**src/rtl/partial_sum_accumulator_if.sv**
```systemverilog
// Stream bundle for the partial sum accumulator: partial-sum input side and
// held-result output side. The slave modport is the accumulator's view.
interface partial_sum_accumulator_if #(
  parameter int DATAW = 16,
  parameter int ACCW  = 32,
  parameter int CNTW  = 9
);
  logic [DATAW-1:0] data_i;
  logic             valid_i;
  logic             ready_o;
  logic             sign_unsign_ni;
  logic [CNTW-1:0]  len_i;
  logic [ACCW-1:0]  data_o;
  logic             valid_o;
  logic             ready_i;
  logic             overflow_o;

  modport master (
    output data_i, valid_i, sign_unsign_ni, len_i, ready_i,
    input  ready_o, data_o, valid_o, overflow_o
  );

  modport slave (
    input  data_i, valid_i, sign_unsign_ni, len_i, ready_i,
    output ready_o, data_o, valid_o, overflow_o
  );
endinterface

```
**src/rtl/partial_sum_accumulator.sv**
```systemverilog
// Partial sum accumulator: sums a programmed number of consecutive tree-root
// beats into a wide wrapping accumulator and holds the result until consumed.
//
//   state  | meaning
//   -------+----------------------------------------------------------
//   S_IDLE | no result in progress; next accepted beat starts one
//   S_ACC  | result in progress, waiting for remaining beats
//   S_HOLD | result presented on valid_o; a beat accepted while it is
//          | consumed becomes the first beat of the next result
module partial_sum_accumulator #(
  parameter int DATAW  = 16,
  parameter int ACCW   = 32,
  parameter int MAXLEN = 256,
  localparam int CNTW  = $clog2(MAXLEN + 1)
) (
  input  logic clk_i,
  input  logic rst_i,
  partial_sum_accumulator_if.slave bus
);

  typedef enum logic [1:0] {
    S_IDLE = 2'd0,
    S_ACC  = 2'd1,
    S_HOLD = 2'd2
  } state_t;

  state_t            state_q, state_d;
  logic [ACCW-1:0]   acc_q, acc_d;
  logic [CNTW-1:0]   cnt_q, cnt_d;
  logic [CNTW-1:0]   len_q, len_d;
  logic              mode_q, mode_d;
  logic              ovf_q, ovf_d;
  logic              valid_q, valid_d;

  logic [DATAW-1:0]  din;
  logic              ready;
  logic              beat;
  logic [CNTW-1:0]   len_eff;
  logic [ACCW-1:0]   ext_first;
  logic [ACCW-1:0]   ext_acc;
  logic [ACCW-1:0]   sum;
  logic              carry;
  logic              beat_ovf;

  assign din     = bus.data_i;
  // ready depends only on state and downstream ready, never on valid_i
  assign ready   = (state_q != S_HOLD) || bus.ready_i;
  assign beat    = bus.valid_i && ready;
  assign len_eff = (bus.len_i == '0) ? CNTW'(1) : bus.len_i;

  // first beat extends with the live mode bit, later beats with the latched one
  assign ext_first = bus.sign_unsign_ni ? ACCW'($signed(din)) : ACCW'(din);
  assign ext_acc   = mode_q ? ACCW'($signed(din)) : ACCW'(din);

  assign {carry, sum} = {1'b0, acc_q} + {1'b0, ext_acc};
  assign beat_ovf = mode_q ? ((acc_q[ACCW-1] == ext_acc[ACCW-1]) &&
                              (sum[ACCW-1] != acc_q[ACCW-1]))
                           : carry;

  // next-state and datapath update
  always_comb begin
    state_d = state_q;
    acc_d   = acc_q;
    cnt_d   = cnt_q;
    len_d   = len_q;
    mode_d  = mode_q;
    ovf_d   = ovf_q;

    unique case (state_q)
      S_IDLE: begin
        if (beat) begin
          acc_d   = ext_first;
          cnt_d   = CNTW'(1);
          len_d   = len_eff;
          mode_d  = bus.sign_unsign_ni;
          ovf_d   = 1'b0;
          state_d = (len_eff == CNTW'(1)) ? S_HOLD : S_ACC;
        end
      end
      S_ACC: begin
        if (beat) begin
          acc_d = sum;
          cnt_d = cnt_q + CNTW'(1);
          ovf_d = ovf_q | beat_ovf;
          if (cnt_q + CNTW'(1) == len_q) state_d = S_HOLD;
        end
      end
      S_HOLD: begin
        if (bus.ready_i) begin
          if (beat) begin
            acc_d   = ext_first;
            cnt_d   = CNTW'(1);
            len_d   = len_eff;
            mode_d  = bus.sign_unsign_ni;
            ovf_d   = 1'b0;
            state_d = (len_eff == CNTW'(1)) ? S_HOLD : S_ACC;
          end else begin
            state_d = S_IDLE;
          end
        end
      end
      default: state_d = S_IDLE;
    endcase

    valid_d = (state_d == S_HOLD);
  end

  // state registers with synchronous reset
  always_ff @(posedge clk_i) begin
    if (rst_i) begin
      state_q <= S_IDLE;
      acc_q   <= '0;
      cnt_q   <= '0;
      len_q   <= CNTW'(1);
      mode_q  <= 1'b0;
      ovf_q   <= 1'b0;
      valid_q <= 1'b0;
    end else begin
      state_q <= state_d;
      acc_q   <= acc_d;
      cnt_q   <= cnt_d;
      len_q   <= len_d;
      mode_q  <= mode_d;
      ovf_q   <= ovf_d;
      valid_q <= valid_d;
    end
  end

  assign bus.ready_o    = ready;
  assign bus.data_o     = acc_q;
  assign bus.valid_o    = valid_q;
  assign bus.overflow_o = ovf_q;

endmodule
```
**src/flat_wrapper.sv**
```systemverilog
// flat-port wrapper written by rule: the top's interface ports become plain ports
module partial_sum_accumulator_flat 
#(
  parameter int DATAW  = 16,
  parameter int ACCW   = 32,
  parameter int MAXLEN = 256,
  localparam int CNTW  = $clog2(MAXLEN + 1)
)
  (clk_i, rst_i, bus_data_i, bus_valid_i, bus_sign_unsign_ni, bus_len_i, bus_ready_i, bus_ready_o, bus_data_o, bus_valid_o, bus_overflow_o);
  partial_sum_accumulator_if #(.DATAW(DATAW), .ACCW(ACCW)) bus_i ();
  input  logic clk_i;
  input  logic rst_i;
  input wire logic [$bits(bus_i.data_i)-1:0] bus_data_i;
  input wire logic [$bits(bus_i.valid_i)-1:0] bus_valid_i;
  input wire logic [$bits(bus_i.sign_unsign_ni)-1:0] bus_sign_unsign_ni;
  input wire logic [$bits(bus_i.len_i)-1:0] bus_len_i;
  input wire logic [$bits(bus_i.ready_i)-1:0] bus_ready_i;
  output wire logic [$bits(bus_i.ready_o)-1:0] bus_ready_o;
  output wire logic [$bits(bus_i.data_o)-1:0] bus_data_o;
  output wire logic [$bits(bus_i.valid_o)-1:0] bus_valid_o;
  output wire logic [$bits(bus_i.overflow_o)-1:0] bus_overflow_o;
  assign bus_i.data_i = bus_data_i;
  assign bus_i.valid_i = bus_valid_i;
  assign bus_i.sign_unsign_ni = bus_sign_unsign_ni;
  assign bus_i.len_i = bus_len_i;
  assign bus_i.ready_i = bus_ready_i;
  assign bus_ready_o = bus_i.ready_o;
  assign bus_data_o = bus_i.data_o;
  assign bus_valid_o = bus_i.valid_o;
  assign bus_overflow_o = bus_i.overflow_o;
  partial_sum_accumulator #(.DATAW(DATAW), .ACCW(ACCW), .MAXLEN(MAXLEN)) u_core (.clk_i(clk_i), .rst_i(rst_i), .bus(bus_i));
endmodule
```
**config.mk**
```make
export PLATFORM = sky130hd
export DESIGN_NAME = partial_sum_accumulator_flat
export DESIGN_NICKNAME = d
export VERILOG_FILES = /design/src/rtl/partial_sum_accumulator_if.sv /design/src/rtl/partial_sum_accumulator.sv /design/src/flat_wrapper.sv
export SDC_FILE = /design/constraint.sdc
export NUM_CORES = 1
export LEC_CHECK = 0
export CORE_UTILIZATION = 35
export DETAILED_ROUTE_END_ITERATION = 8
export PLACE_DENSITY_LB_ADDON = 0.3
export SLEW_MARGIN = 20
export SYNTH_ARGS = -nofsm -noshare
export SYNTH_HDL_FRONTEND = slang
export SYNTH_SLANG_ARGS = --single-unit
```
**constraint.sdc**
```tcl
create_clock -name clk_i -period 2.7 [get_ports clk_i]
set_input_delay 0.27 -clock clk_i [delete_from_list [all_inputs] [get_ports clk_i]]
set_output_delay 0.27 -clock clk_i [all_outputs]
set_load 0.05 [all_outputs]
```
==> metrics.cfg, run 1 <==
[clock_network]
cts.path.max_buffers = 2
ctsHtreeMaxLevel = 2
cts_sinks = 55
clockRootBuffer = clkbuf_16
cts_tree = yes
path_clk_slew_ns = 0.08
clock_latency_ns = 0.31
cts_inserted_buffers = 5
postCtsSetupRepairBufs = 0

[floorplan]
initial_core_util = 0.3623
io_pins = 65
core-area_um2 = 12160
rows = 40
dieArea_um2 = 13040
die_width_um = 114.2
die_h_um = 114.2

[route]
drt-initial-drc-count = 234
post-route-drc-count = 0
viasPerCell = 5.637
wire_per_inst_um = 16.47
dr.pass1.iters = 5
antenna_left = 0
vias = 5011
wl_um = 14640

[timing]
hold_viol_final = 0
clock.fmax_mhz = 379.9
fin_tns_setup_ns = 0
fin_skew_ns = 0.01402
finalCriticalPeriod_ns = 2.632
slew_viol_final = 0
setup_viol = 0
rsz0062_at_grt = false
worst_pin_slew_ns = 0.8725
finalCritPeriodShare = 0.9749
maxSlewHeadroom = 0.4183

[yosys]
synth_area_per_cell_um2 = 7.284
synth_compound_area_frac = 0.3069
yosysTopAreaCellShare = 0.2499
synth_xor_area_frac = 0.06559
async_flop_share = 0
synthCells = 605
syn_nets = 656
ys_top_cells_by_area = dfxtp_1, a21oi_1, ha_1
synth_top_cells_by_count = nand2_1, a21oi_1, dfxtp_1
synthMuxAreaShare = 0.01590
synth.distinct_cells = 71
yosysTopAreaCell = dfxtp_1
synth_most_common_cell = nand2_1
yosys_warnings = 0
yosysSeqAreaShare = 0.2499
synth_ff_type = dfxtp_1
synth_fa_ha_area_frac = 0.06133
synth_top_family_by_area = compound AO/OA/AOI/OAI gates
post_synth_and_or_nand_nor_area_fraction = 0.2510
ys_seq_elements = 55
syn_area_um2 = 4407
synth_edf_count = 0

[setup_path]
path_delay_family = compound AO/OA/AOI/OAI gates
cp_num_buf_inv = 0
end_kind = register
cp.required_ns = 2.87
slowest_stage = a221o_2
worstPathArrival_ns = 2.80
path_cells = ha_4, a211o_1, a2111o_1, a32oi_1, nand2_1, a221o_2, a21boi_2, mux2i_1, a211oi_2
max_stage_delay_ns = 0.47
crit_path_start = u_core.bus.data_o[10]
worst-path-max-fanout = 3
start_kind = register
criticalPathCategory = reg2reg
r2r_slack_ns = 0.07
reg2reg_from = u_core.bus.data_o[10]

[power_and_ir_drop]
ir_drop_mv = 0.2927
p_int_mw = 1.731
combPwrFrac = 0.416
seq_power_share = 0.337
p_clk_frac = 0.247
p_sw_frac = 0.3893
netSwitchingPower_mw = 1.103
leakage_nw = 2.409
finalPower_mw = 2.834
p_per_area_nw_per_um2 = 474.0

[global_routing]
grt_pass1_vias = 4846
globalRouteOverflowTotal = 0
antenna_found_initial = 0
busiest_layer = met2
grt_max_degree = 32
grt_use_total = 0.2250
grtUsageMet1 = 0.2911
grt.met3_usage = 0.04447
grt_pass1_wl_um = 23470
grt_use_met2 = 0.3806

[final_layout]
drive_above_1_share = 0.1706
n_antenna_cell = 0
area_growth_pct = 35.69
nets = 771

[job]
drv_cap = 0

[min_path]
hp-class = in2reg
min_from = bus_data_i[0]

[place]
routabilityCongestion = 0.8953
port_buffers = 64
dp_hpwl_um = 10860

[run_status]
status = finished clean

==> cell families (layout without fill, tap and decap cells) <==
group | after synthesis | count (layout)
compound gates | 206 | 206
xor+xnor | 33 | 33
fa+ha+maj | 21 | 21
buf+inv | 55 | 171
flops | 55 | 55
mux | 7 | 7
simple gates | 228 | 228
==> path summary, 6_finish.rpt <==
path	cells past startpoint	to
worst max register to register	9	u_core.bus.data_o[27]
worst min-delay path	3	u_core.bus.data_o[0]
worst min register to register	2	u_core.len_q[8]
worst max-delay path	9	u_core.bus.data_o[27]
==> cells in the final DEF (no fill, tap or decap), types with 3 or more instances in the layout <==
| cell type | synthesis | layout |
|---|---|---|
| dfxtp_2 | 0 | 6 |
| a21oi_1 | 61 | 60 |
| and3_1 | 13 | 13 |
| nor3_1 | 19 | 19 |
| a32oi_1 | 3 | 3 |
| dlymetal6s2s_1 | 0 | 3 |
| nor4_1 | 7 | 7 |
| a211oi_1 | 9 | 8 |
| o221ai_1 | 8 | 8 |
| nand2_1 | 66 | 66 |
| buf_4 | 2 | 87 |
| nand2b_1 | 8 | 7 |
| a21o_1 | 5 | 5 |
| inv_1 | 11 | 11 |
| a211o_1 | 5 | 5 |
| o21ai_0 | 47 | 44 |
| or4_1 | 3 | 3 |
| a31oi_1 | 4 | 4 |
| nand3_1 | 21 | 21 |
| o22ai_1 | 10 | 9 |
| clkbuf_16 | 0 | 5 |
| ha_1 | 20 | 17 |
| xor2_1 | 8 | 8 |
| a311oi_1 | 3 | 3 |
| a22oi_1 | 7 | 7 |
| o21a_1 | 5 | 5 |
| dfxtp_1 | 55 | 49 |
| nor2_1 | 54 | 54 |
| and2_1 | 11 | 11 |
| mux2i_1 | 7 | 7 |
| or3_1 | 7 | 7 |
| o211ai_1 | 7 | 7 |
| xnor2_1 | 25 | 25 |
| clkdlybuf4s50_1 | 0 | 61 |
| nand4_1 | 6 | 6 |
==> layout make-up <==
| cell class | instances | area (um2) |
|---|---|---|
| sequential | 55 | 1109 |
| fill | 1215 | 6182 |
| multi-input combinational | 495 | 3166 |
| clock inverter | 3 | 23.77 |
| timing repair buffer | 151 | 1301 |
| clock buffer | 5 | 125.1 |
| tap | 168 | 210.2 |
| inverter | 12 | 45.04 |
==> state kept, by name, indices dropped and copies added (netlist names) <==
register / cells
u_core.bus.data_o: 32
u_core.cnt_q: 9
u_core.len_q: 9
u_core.state_q: 2
u_core.bus.overflow_o: 1
u_core.bus.valid_o: 1
u_core.mode_q: 1
==> power by group through the flow <==
stage / clock network, mW / registers [mW] / logic, mW
floorplan: 0 / 1.09 / 0.569
global placement: 0 / 0.967 / 1.13
global route: 0.745 / 0.966 / 1.27
finish: 0.699 / 0.956 / 1.18
detailed placement: 0 / 0.970 / 1.15
CTS: 0.707 / 0.951 / 1.16
==> metal layers <==
layer	vias up	share of wire
met2	129	0.48
met5	-	0
met4	0	0.018
met3	16	0.049
met1	2398	0.45
li1	2468	-
==> tightest hold or removal path, cell delays in order <==
cell	delay, ns
dlymetal6s2s_1	0.12
a222oi_1	0.10
nor2_1	0.08
==> timing repair <==
action,4_1_cts,5_1_grt
gates resized for setup,3,15
hold buffers,0,0
setup endpoints to repair,5,15
pin swaps,0,17
==> through the flow <==
step	hold slack [ns]	cells	area, um2	util	setup WS [ns]
floorplan	0.4060	605	4417	-	-0.05240
global placement	0.4501	881	5751	0.4728	-0.3849
detailed placement	0.4622	881	5751	0.4728	-0.4850
CTS	0.4732	889	5909	0.4859	0.001630
global route	0.3304	889	5979	0.4917	0.003469
finish	0.2958	889	5979	0.4917	0.06770
Note: power is estimated with default switching activity, not from simulation.
==> run 2: changes to the inputs <==
--- a/config.mk
+++ b/config.mk
@@ -8,6 +8,7 @@
 export CORE_UTILIZATION = 35
 export DETAILED_ROUTE_END_ITERATION = 8
 export PLACE_DENSITY_LB_ADDON = 0.3
+export RECOVER_POWER = 25
 export SLEW_MARGIN = 20
 export SYNTH_ARGS = -nofsm -noshare
 export SYNTH_HDL_FRONTEND = slang
==> metrics.cfg, run 2 (synthesized netlist as in run 1, its figures left out) <==
[run_status]
status = finished clean

[clock_network]
cts_tree = yes
path_clk_slew_ns = 0.08  ; about the same
cts.path.max_buffers = 2  ; unchanged
clock_latency_ns = 0.31  ; about the same
cts_inserted_buffers = 5  ; unchanged
cts_sinks = 55  ; unchanged
clockRootBuffer = clkbuf_16
ctsHtreeMaxLevel = 2  ; unchanged
postCtsHoldBufs = 0  ; unchanged

[route]
antenna_left = 0  ; unchanged
dr.pass1.iters = 5  ; unchanged
wl_um = 14570  ; -0.45%
post-route-drc-count = 0  ; unchanged
wire_per_inst_um = 16.39  ; -0.45%
vias = 5000  ; -0.22%
viasPerCell = 5.624  ; -0.22%
drt-initial-drc-count = 280  ; +20%

[floorplan]
die_h_um = 114.2  ; unchanged
io_pins = 65  ; unchanged
core-area_um2 = 12160  ; unchanged
die_width_um = 114.2  ; unchanged
initial_core_util = 0.3623  ; unchanged
dieArea_um2 = 13040  ; unchanged
rows = 40  ; unchanged

[timing]
rsz0062_at_grt = false
finalCritPeriodShare = 0.9745  ; about the same
hold_ws_ns = 0.2958  ; +0.00004300 ns
fin_skew_ns = 0.01131  ; -0.002706 ns
fin_tns_setup_ns = 0  ; unchanged
clock.fmax_mhz = 380.1  ; about the same
finalCriticalPeriod_ns = 2.631  ; -0.001130 ns
slew_viol_final = 0  ; unchanged
setup_viol = 0  ; unchanged
hold_viol_final = 0  ; unchanged
worst_pin_slew_ns = 0.8697  ; -0.002798 ns
maxSlewHeadroom = 0.4201  ; +0.001865

[final_layout]
drive_above_1_share = 0.1692  ; -0.001387
final_cell_mix = buf_4, nand2_1, a21oi_1
multi_input_area_um2 = 3166  ; unchanged
n_antenna_cell = 0  ; unchanged
regArea_um2 = 1109  ; unchanged
final_cell_area_um2 = 5976  ; about the same
layout_commonest_cell = buf_4
nets = 771  ; unchanged
n_fill_cell = 1217  ; +0.16%
final_core_util = 0.4914  ; about the same
largest_reg_flops = 32  ; unchanged
area_growth_pct = 35.60  ; about the same

[setup_path]
cp.required_ns = 2.87  ; about the same
cp_num_buf_inv = 0  ; unchanged
reg2reg_from = u_core.bus.data_o[10]
path_cells = ha_4, a211o_1, a2111o_1, a32oi_1, nand2_1, a221o_2, a21boi_2, mux2i_1, a211oi_2
r2r_slack_ns = 0.07  ; about the same
max_stage_delay_ns = 0.47  ; about the same
r2r-end = u_core.bus.data_o[27]
r2r_cells = 9  ; unchanged
path_delay_family = compound AO/OA/AOI/OAI gates
worstPathArrival_ns = 2.80  ; about the same
slowest_stage = a221o_2
end_kind = register
start_kind = register
worst-path-max-fanout = 3  ; unchanged
criticalPathCategory = reg2reg

[min_path]
whs_path_depth = 3  ; unchanged
worstHoldEndpoint = u_core.bus.data_o[0]
min_from = bus_data_i[0]
hp-class = in2reg

[place]
port_buffers = 64  ; unchanged
routabilityCongestion = 0.8953  ; unchanged
dpl_cell_area_um2 = 5751  ; unchanged
dp_hpwl_um = 10860  ; unchanged

[global_routing]
globalRouteOverflowTotal = 0  ; unchanged
grt_max_degree = 32  ; unchanged
grt_pass1_wl_um = 23470  ; unchanged
grt_pass1_vias = 4846  ; unchanged
antenna_found_initial = 0  ; unchanged
grt_use_total = 0.2250  ; unchanged

[power_and_ir_drop]
leakage_nw = 2.437  ; +1.1%
finalPower_mw = 2.822  ; -0.42%
p_per_area_nw_per_um2 = 472.3  ; -0.36%
ir_drop_mv = 0.2887  ; -1.4%

[job]
drv_cap = 0  ; unchanged

[run 2: changes by cell type in the layout (fill, tap and decap cells not counted), sizes merged]
| cell | delta |
|---|---|
| clkdlybuf4s50 | -13 |
| dlygate4sd3 | +13 |
| buf | -1 |
| clkbuf | +1 |
[run 2: metrics by stage]
step	setup slack (ns)	std cells
6_report	0.06883	889
5_1_grt	0.002242	889
4_1_cts	0.001630	889
3_5_place_dp	-0.4850	881
3_3_place_gp	-0.3849	881
2_1_floorplan	-0.05240	605
[run 2: how the worst max path moves through the flow]
stage	startpoint	to	depth (start not counted)	slack [ns]
6_report	u_core.bus.data_o[10]	u_core.bus.data_o[27]	9	0.07
5_1_grt	u_core.bus.data_o[0]	u_core.bus.overflow_o	11	0.002
4_1_cts	bus_data_i[10]	u_core.bus.data_o[27]	10	0.002
3_5_place_dp	bus_data_i[11]	u_core.bus.overflow_o	10	-0.49
3_3_place_gp	bus_data_i[0]	u_core.bus.data_o[20]	12	-0.38
2_1_floorplan	u_core.mode_q	u_core.bus.data_o[29]	13	-0.05
[run 2: layout make-up]
cell class	count	area share
clock inverter	3	0.003978
timing repair buffer	151	0.2171
multi-input combinational	495	0.5297
clock buffer	5	0.02094
inverter	12	0.007538
tap	168	0.03518
sequential	55	0.1855
[run 2: what timing repair did]
action | in CTS | in global routing
buffers inserted | 0 | 0
endpoints found under the setup margin | 5 | 15
gates resized for setup | 3 | 15
pin swaps | 0 | 17
[run 2: worst reg2reg max path, stage by stage, from the launching register on]
cell,delay [ns]
dfxtp_2,0.35
ha_4,0.24
a211o_1,0.30
a2111o_1,0.36
a32oi_1,0.16
nand2_1,0.13
a221o_2,0.47
a21boi_2,0.18
mux2i_1,0.25
a211oi_2,0.05
[run 2: per-layer routing]
metal	routed length [um]	track usage	up-vias	share of wire
li1	-	-	2467	-
met1	6596	0.2911	2362	0.45
met2	6934	0.3806	153	0.48
met3	777	0.04447	18	0.053
met4	264	0.06061	0	0.018
met5	0	0	-	0
[run 2: where the power goes]
| part | internal [mW] | switching [mW] | leakage [nW] |
|---|---|---|---|
| registers | 0.875 | 0.0788 | 0.454 |
| logic | 0.500 | 0.673 | 1.92 |
| clock network | 0.349 | 0.347 | 0.0664 |
| total | 1.72 | 1.10 | 2.44 |
==> run 3: changes to the inputs <==
--- a/config.mk
+++ b/config.mk
@@ -5,7 +5,7 @@
 export SDC_FILE = /design/constraint.sdc
 export NUM_CORES = 1
 export LEC_CHECK = 0
-export CORE_UTILIZATION = 35
+export CORE_UTILIZATION = 50
 export DETAILED_ROUTE_END_ITERATION = 8
 export PLACE_DENSITY_LB_ADDON = 0.3
 export RECOVER_POWER = 25
==> metrics.cfg, run 3 (synthesized netlist as in run 1, its figures left out) <==
[run_status]
status = finished clean

[route]
drt-initial-drc-count = 398  ; +42%
post-route-drc-count = 0  ; unchanged
vias = 5090  ; +1.8%
wire_per_inst_um = 16.90  ; +3.1%
viasPerCell = 6.300  ; +12%
dr.pass1.iters = 5  ; unchanged
antenna_left = 0  ; unchanged
wl_um = 13660  ; -6.3%

[floorplan]
die_h_um = 95.88  ; -16%
rows = 33  ; -18%
initial_core_util = 0.5258  ; +0.1634
dieArea_um2 = 9193  ; -30%
core-area_um2 = 8382  ; -31%
die_width_um = 95.88  ; -16%
io_pins = 65  ; unchanged

[timing]
finalCritPeriodShare = 0.9723  ; -0.002190
fin_skew_ns = 0.008466  ; -0.002844 ns
finalCriticalPeriod_ns = 2.625  ; -0.005914 ns
hold_viol_final = 0  ; unchanged
hold_ws_ns = 0.3883  ; +0.09243 ns
rsz0062_at_grt = true
clock.fmax_mhz = 380.9  ; +0.23%
setup_ws_ns = 0.07474  ; +0.005914 ns
setup_viol = 0  ; unchanged
maxSlewHeadroom = 0.5984  ; +0.1782
slew_viol_final = 0  ; unchanged
worst_pin_slew_ns = 0.6017  ; -0.2680 ns

[job]
drv_cap = 0  ; unchanged

[setup_path]
criticalPathCategory = in2reg
max_stage_delay_ns = 0.48  ; about the same
worst-path-max-fanout = 4  ; +1
end_kind = register
cp_num_buf_inv = 2  ; +2
worstPathArrival_ns = 2.87  ; +0.07 ns
path_delay_family = compound AO/OA/AOI/OAI gates
cp.required_ns = 2.95  ; +0.08 ns
slowest_stage = clkdlybuf4s50_1
start_kind = primary input
path_cells = clkdlybuf4s50_1, ha_2, inv_1, fa_2, nand2b_4, a21o_4, a211o_1, nand3_4, a41oi_2, o22ai_2, o2111ai_2, a32oi_2

[final_layout]
area_growth_pct = 29.78
fin_cells = 808  ; -9.1%
n_fill_cell = 714  ; -41%
final_cell_area_um2 = 5719  ; -4.3%
final_cell_mix = buf_4, nand2_1, a21oi_1
n_antenna_cell = 0  ; unchanged
nets = 753  ; -2.3%
drive_above_1_share = 0.1479  ; -0.02127
layout_commonest_cell = buf_4
largest_reg_flops = 32  ; unchanged

[power_and_ir_drop]
leakage_nw = 2.293  ; -5.9%
p_per_area_nw_per_um2 = 457.9  ; -3.0%
ir_drop_mv = 0.3103  ; +7.5%
finalPower_mw = 2.619  ; -7.2%

[global_routing]
antenna_found_initial = 0  ; unchanged
grt_use_total = 0.3126  ; +0.08752
globalRouteOverflowTotal = 0  ; unchanged
grt_pass1_vias = 4771  ; -1.5%
grt_pass1_wl_um = 22510  ; -4.1%
grt_max_degree = 33  ; +3.1%

[clock_network]
cts_sinks = 55  ; unchanged
cts.path.max_buffers = 2  ; unchanged
clockRootBuffer = clkbuf_8
cts_tree = yes
ctsHtreeMaxLevel = 2  ; unchanged
postCtsHoldBufs = 0  ; unchanged
clock_latency_ns = 0.32  ; about the same
path_clk_slew_ns = 0.11  ; +0.03 ns
cts_inserted_buffers = 5  ; unchanged

[place]
dpl_cell_area_um2 = 5533  ; -3.8%
placed_cells = 800  ; -9.2%
port_buffers = 64  ; unchanged
dp_slack_ns = -0.3866  ; +0.09837 ns
routabilityCongestion = 0.8987  ; +0.38%
dp_hpwl_um = 10080  ; -7.2%

[min_path]
hp-class = in2reg

run 3: changes by cell type in the layout (fill, tap and decap cells not counted), sizes merged:
cell and delta:
clkbuf -1, dlymetal6s2s -2, clkinvlp -1, buf -17, dlygate4sd3 -8, clkdlybuf4s50 +10, inv +1
run 3: path summary, 6_finish.rpt:
kind | from | endpoint | slack [ns] | depth (start not counted)
min | bus_data_i[10] | u_core.bus.data_o[10] | 0.39 | 3
max | bus_data_i[0] | u_core.bus.overflow_o | 0.07 | 12
max reg2reg | u_core.bus.data_o[9] | u_core.bus.data_o[23] | 0.12 | 9
min reg2reg | u_core.bus.data_o[12] | u_core.bus.data_o[12] | 0.48 | 2
run 3: layout make-up:
type                    count  area (um2)  area share
repair buffers            133        1161      0.2030
clock buffers               5       68.82     0.01203
flip-flops and latches     55        1109      0.1938
inverters                  12       45.04    0.007876
well taps                 105       131.4     0.02297
multi-input cells         495        3177      0.5555
clock inverters             3       27.53    0.004813
run 3: worst register-to-register path: cells and delay by family (launching register included):
kind                     cells  cell delay, ns
AO/OA/AOI/OAI                4            1.27
flip-flops                   1            0.35
XOR/XNOR                     1            0.25
adder cells (fa/ha/maj)      1            0.22
multiplexers                 1            0.21
AND/OR/NAND/NOR              2            0.18
run 3: metrics by stage:
step / util / TNS (ns)
after global placement: 0.6601 / -2.764
after global routing: 0.6823 / -0.03803
after detailed placement: 0.6601 / -3.765
after floorplan: - / -0.05240
final: 0.6823 / 0
after CTS: 0.6716 / 0
run 3: report_power, final:
group / switching, mW / total (mW) / internal, mW
Combinational: 0.659 / 1.14 / 0.484
Sequential: 0.0873 / 0.962 / 0.875
Clock: 0.320 / 0.513 / 0.194
run 3: layer usage:
layer | global-route usage | vias to the layer above | part of all wire
met1 | 0.4051 | 2399 | 0.43
li1 | - | 2437 | -
met5 | 0 | - | 0
met4 | 0.09826 | 0 | 0.017
met2 | 0.5149 | 229 | 0.47
met3 | 0.06951 | 25 | 0.083
run 3: timing repair:
action / in CTS / in global routing
pin swaps: 0 / 13
gates resized for setup: 1 / 17
setup endpoints to repair: 3 / 12
buffers inserted: 0 / 0
